<file path="config.mk">
export PLATFORM = sky130hd
export DESIGN_NAME = led_pwm_driver
export DESIGN_NICKNAME = d
export VERILOG_FILES = /design/src/rtl/led_pwm_driver_pkg.sv /design/src/rtl/led_pwm_timebase.sv /design/src/rtl/led_pwm_driver.sv
export SDC_FILE = /design/constraint.sdc
export NUM_CORES = 1
export LEC_CHECK = 0
export ABC_AREA = 1
export ABC_CLOCK_PERIOD_IN_PS = 3600
export BUFFER_PORTS_ARGS = -buffer_cell sky130_fd_sc_hd__buf_2
export CAP_MARGIN = 20
export CORE_UTILIZATION = 35
export CTS_BUF_LIST = sky130_fd_sc_hd__clkbuf_16
export DETAILED_ROUTE_END_ITERATION = 6
export PLACE_DENSITY = 0.61
export SYNTH_ARGS = -nofsm -noshare
export SYNTH_HDL_FRONTEND = slang
export SYNTH_SLANG_ARGS = --single-unit
</file>
<file path="constraint.sdc">
create_clock -name clock -period 3.6 [get_ports clock]
set_input_delay 0.36 -clock clock [delete_from_list [all_inputs] [get_ports clock]]
set_output_delay 0.36 -clock clock [all_outputs]
set_load 0.005 [all_outputs]
</file>
<file path="src/rtl/led_pwm_driver_pkg.sv">
// Shared constants for the LED PWM driver: config register map and blink FSM encoding.
package led_pwm_driver_pkg;

    localparam logic [1:0] ADDR_BRIGHT = 2'd0;
    localparam logic [1:0] ADDR_MASK   = 2'd1;
    localparam logic [1:0] ADDR_PERIOD = 2'd2;

    typedef enum logic [1:0] {
        StIdle = 2'd0,
        StShow = 2'd1,
        StHide = 2'd2
    } blink_state_e;

endpackage

</file>
<file path="src/rtl/led_pwm_timebase.sv">
// PWM timebase: a free-running prescaler producing a one-cycle tick, and a 4-bit PWM step counter.
module led_pwm_timebase
    import led_pwm_driver_pkg::*;
#(
    parameter int unsigned PWM_DIV = 390
) (
    input  logic       clock,
    input  logic       reset,
    output logic       tick,
    output logic [3:0] pwm_cnt
);

    localparam int unsigned PW = (PWM_DIV > 1) ? $clog2(PWM_DIV) : 1;
    localparam logic [PW-1:0] PRESC_LAST = PW'(PWM_DIV - 1);

    logic [PW-1:0] presc_q;
    logic [3:0]    pwm_cnt_q;

    assign tick    = (presc_q == PRESC_LAST);
    assign pwm_cnt = pwm_cnt_q;

    always_ff @(posedge clock or posedge reset) begin
        if (reset) begin
            presc_q   <= '0;
            pwm_cnt_q <= '0;
        end else begin
            presc_q <= tick ? '0 : presc_q + 1'b1;
            if (tick) begin
                pwm_cnt_q <= pwm_cnt_q + 4'd1;
            end
        end
    end

endmodule

</file>
<file path="src/rtl/led_pwm_driver.sv">
// Board LED driver: global PWM dimming plus per-group blinking, with a registered output stage.
module led_pwm_driver
    import led_pwm_driver_pkg::*;
#(
    parameter int unsigned PWM_DIV   = 390,
    parameter int unsigned BLINK_DIV = 25_000_000
) (
    input  logic        clock,
    input  logic        reset,
    input  logic [23:0] leds_in,
    input  logic        cfg_we,
    input  logic [1:0]  cfg_addr,
    input  logic [7:0]  cfg_data,
    output logic [23:0] leds_out,
    output logic        blink_phase
);

    localparam int unsigned BW = (BLINK_DIV > 1) ? $clog2(BLINK_DIV) : 1;
    localparam logic [BW-1:0] BLINK_LAST = BW'(BLINK_DIV - 1);

    logic [3:0]    brightness_q;
    logic [2:0]    mask_q;
    logic [1:0]    sel_q, sel_d;
    logic [1:0]    act_sel_q;
    logic [BW-1:0] blink_cnt_q;
    logic [1:0]    unit_cnt_q;
    logic [23:0]   leds_out_q;
    logic [3:0]    pwm_cnt;
    logic          unused_tick;
    logic          unused_cfg;
    logic          mask_wr;
    logic          half_done;
    logic          pwm_on;
    logic [2:0]    group_vis;

    blink_state_e state_q, state_d;

    assign unused_cfg = ^cfg_data[7:4];

    led_pwm_timebase #(
        .PWM_DIV (PWM_DIV)
    ) u_timebase (
        .clock   (clock),
        .reset   (reset),
        .tick    (unused_tick),
        .pwm_cnt (pwm_cnt)
    );

    assign mask_wr   = cfg_we && (cfg_addr == ADDR_MASK);
    assign half_done = (blink_cnt_q == BLINK_LAST) && (unit_cnt_q == act_sel_q);
    assign sel_d     = (cfg_we && (cfg_addr == ADDR_PERIOD)) ? cfg_data[1:0] : sel_q;

    always_ff @(posedge clock or posedge reset) begin
        if (reset) begin
            brightness_q <= 4'd15;
            mask_q       <= '0;
            sel_q        <= '0;
        end else begin
            sel_q <= sel_d;
            if (cfg_we && (cfg_addr == ADDR_BRIGHT)) begin
                brightness_q <= cfg_data[3:0];
            end
            if (mask_wr) begin
                mask_q <= cfg_data[2:0];
            end
        end
    end

    // Half-period = (act_sel+1) runs of BLINK_DIV cycles; sel is only sampled at a restart.
    always_ff @(posedge clock or posedge reset) begin
        if (reset) begin
            blink_cnt_q <= '0;
            unit_cnt_q  <= '0;
            act_sel_q   <= '0;
        end else if (mask_wr || half_done) begin
            blink_cnt_q <= '0;
            unit_cnt_q  <= '0;
            act_sel_q   <= sel_d;
        end else if (blink_cnt_q == BLINK_LAST) begin
            blink_cnt_q <= '0;
            unit_cnt_q  <= unit_cnt_q + 2'd1;
        end else begin
            blink_cnt_q <= blink_cnt_q + 1'b1;
        end
    end

    always_ff @(posedge clock or posedge reset) begin
        if (reset) begin
            state_q <= StIdle;
        end else begin
            state_q <= state_d;
        end
    end

    always_comb begin
        state_d = state_q;
        if (mask_wr) begin
            state_d = (cfg_data[2:0] != 3'b000) ? StShow : StIdle;
        end else if (half_done) begin
            case (state_q)
                StShow:  state_d = StHide;
                StHide:  state_d = StShow;
                default: state_d = state_q;
            endcase
        end
    end

    always_comb begin
        blink_phase = (state_q != StHide);
    end

    always_comb begin
        if (brightness_q == 4'd15) begin
            pwm_on = 1'b1;
        end else begin
            pwm_on = (pwm_cnt < brightness_q);
        end
        group_vis = ~mask_q | {3{blink_phase}};
    end

    always_ff @(posedge clock or posedge reset) begin
        if (reset) begin
            leds_out_q <= '0;
        end else begin
            leds_out_q <= leds_in & {24{pwm_on}}
                        & {{8{group_vis[2]}}, {8{group_vis[1]}}, {8{group_vis[0]}}};
        end
    end

    assign leds_out = leds_out_q;

endmodule

</file>
==> metrics.cfg <==
[global_routing]
grt_overflow=0
gr-usage-all-layers_pct=15.59
grt_pass1_wl_mm=13.89
antenna_found_initial=0
grt_start_max_net_pins=43
grt_pass1_vias=3001

[drt]
drtIter0Drc=123
dr.pass1.iters=4
drtAntennaViolNets=0
met2_length_mm=3.581
via_per_inst=4.682
vias=3062
wirelength_mm=7.876
drc=0
drt-met1-wl_mm=3.793
top_layer_used=met4
wl_per_cell_um=12.04
wl_met3_um=325

[synthesis]
ys_warn_count=0
synth_top_cell_by_area=dfrtp_1
seq_area_frac_synth_pct=51.42
syn-cell-area_mm2=0.003757
async_flop_share_pct=100.0
syn_nets=492
ys_top_cells_by_area=dfrtp_1, nand2_1, nor2_1
synth_common_cells=nand2_1, dfrtp_1, nor2_1
yosys_register_bits=77
synth_top_area_share_pct=48.62
ys_types=28
synth.avg_cell_area_um2=8.387
synth_edf_count=0
syn_inst=448
ys.flop_type=dfrtp_1
yosysMostFrequentCell=nand2_1

[clocking]
cts_hold_buffers=0
postCtsSetupBuffers=0
clockRootBuffer=clkbuf_16
cts_buffers=9
cts.sinks=77
path_clk_slew_ps=60
clk_path_buf_depth=2
cts_tree=done
post_cts_resized=0
cts.htree.levels=3
clk_latency_ps=340

[sta]
slew_headroom_pct=39.60
worst_slew_pin_slew_ps=904.7
min_period_ps=1748
finalClockSkew_ps=9.000
fmax_mhz=572.2
slew_violations=0
rsz0062_at_grt=false
fin_tns_setup_ps=0
hold_viol=0
setup_violations=0
timing.final.crit_share_pct=48.55

[place]
gp_congestion=0.8420
portBuffers=57
hpwl_mm=5.742

[critical_path]
crit_cells=10
crit_arrival_ps=1970
worst-r2r-setup-slack_ps=1850
crit_buf_inv=0
crit_path_top_delay_cell=dfrtp_1
worst-setup-path-type=flip-flop to flip-flop
cp_slowest_stage_delay_ps=390
worstPathMaxFanout=15
crit_path_frequent_cell=nand2_1
crit_chain=ha_1 -> nand2_1 -> nor2_2 -> nand2_1 -> nor2_2 -> nand3_2 -> nand2_4 -> nand2_1 -> nand2_1 -> nand2_1
end_kind=flip-flop
reg2reg_depth=10
crit_family=simple AND/OR/NAND/NOR gates
startpoint_type=flip-flop
worstPathRequired_ps=3830

[cells_and_area]
final_nets=557
antenna_cells=0
fin_util_pct=43.39
syn_to_final_growth_pct=19.75
drive_gt1_share_pct=21.81

[power]
p_leak_nw=2.215
power_density_mw_per_mm2=517.7
peakVddDrop_mv=0.2702

[floorplanning]
die_h_um=105.6
start_util_pct=36.23
dieArea_mm2=0.01115
coreArea_mm2=0.01037
io_pins=62
die_w_um=105.6
placementRows=37

[status]
outcome=completed

[worst_hold_path]
hold_path.class=input port to asynchronous set/reset pin

[job]
maxCapViolCount=0

==> where the power goes <==
group	switching (mW)	internal (mW)
combinational	0.219	0.144
sequential	0.0595	0.985
clock	0.378	0.545
total	0.656	1.67
==> metal layers <==
| layer | up-vias | GRT usage [%] |
|---|---|---|
| met5 | - | 0 |
| met4 | 0 | 6.349 |
| met3 | 16 | 3.525 |
| met2 | 63 | 24.95 |
| met1 | 1427 | 20.42 |
| li1 | 1556 | - |
==> cell type report <==
| class | instances | area, µm² |
|---|---|---|
| clock buffers | 9 | 225.2 |
| clock inverters | 7 | 80.08 |
| inverters | 46 | 175.2 |
| well taps | 136 | 170.2 |
| fillers | 1062 | 5871 |
| multi-input cells | 318 | 1594 |
| flip-flops and latches | 77 | 1932 |
| repair buffers | 61 | 322.8 |
==> through the flow <==
stage	hold slack (ps)	setup slack [ps]	instance area (µm²)	power, mW	std cells
after floorplan	434.5	1280	3757	1.277	448
after global placement	450.3	1818	4179	1.414	637
after detailed placement	463.6	1769	4179	1.425	637
after CTS	227.5	1786	4484	2.359	653
after global routing	232.5	1640	4499	2.460	654
final	222.4	1852	4499	2.329	654
==> registers in the layout, summed over array words and instances (netlist names) <==
register and flops:
mask_q 3, leds_out 24, state_q 2, u_timebase.presc_q 9, brightness_q 4, blink_cnt_q 25, unit_cnt_q 2, u_timebase.pwm_cnt 4
sel_q 2, act_sel_q 2
==> worst paths after layout <==
check / start / end
hold reg to reg: state_q[0] / state_q[0]
max in group asynchronous: reset / blink_cnt_q[19]
setup / recovery: blink_cnt_q[0] / state_q[1]
hold / removal: reset / u_timebase.presc_q[4]
setup reg to reg: blink_cnt_q[0] / state_q[1]
min in group clock: leds_in[1] / leds_out[1]
==> cell families after synthesis <==
logic type,count (synthesis),synth area share (%)
compound gates,47,6.294
xor+xnor,19,4.429
fa+ha+maj,7,2.331
buf+inv,53,6.160
flops,77,51.42
simple gates,245,29.37
==> cell usage in the layout (no fill, tap or decap), types with 6 or more instances in the layout <==
cell type / instances
nand2_1: 118
dfrtp_1: 73
nor2_1: 58
buf_2: 57
inv_1: 42
a21oi_1: 31
nand3_1: 22
nor2_2: 14
o21ai_0: 13
xor2_1: 12
nand4_1: 11
clkbuf_16: 9
xnor2_1: 7
ha_1: 7
nor3_1: 6
(Power assumes the default switching activity.)
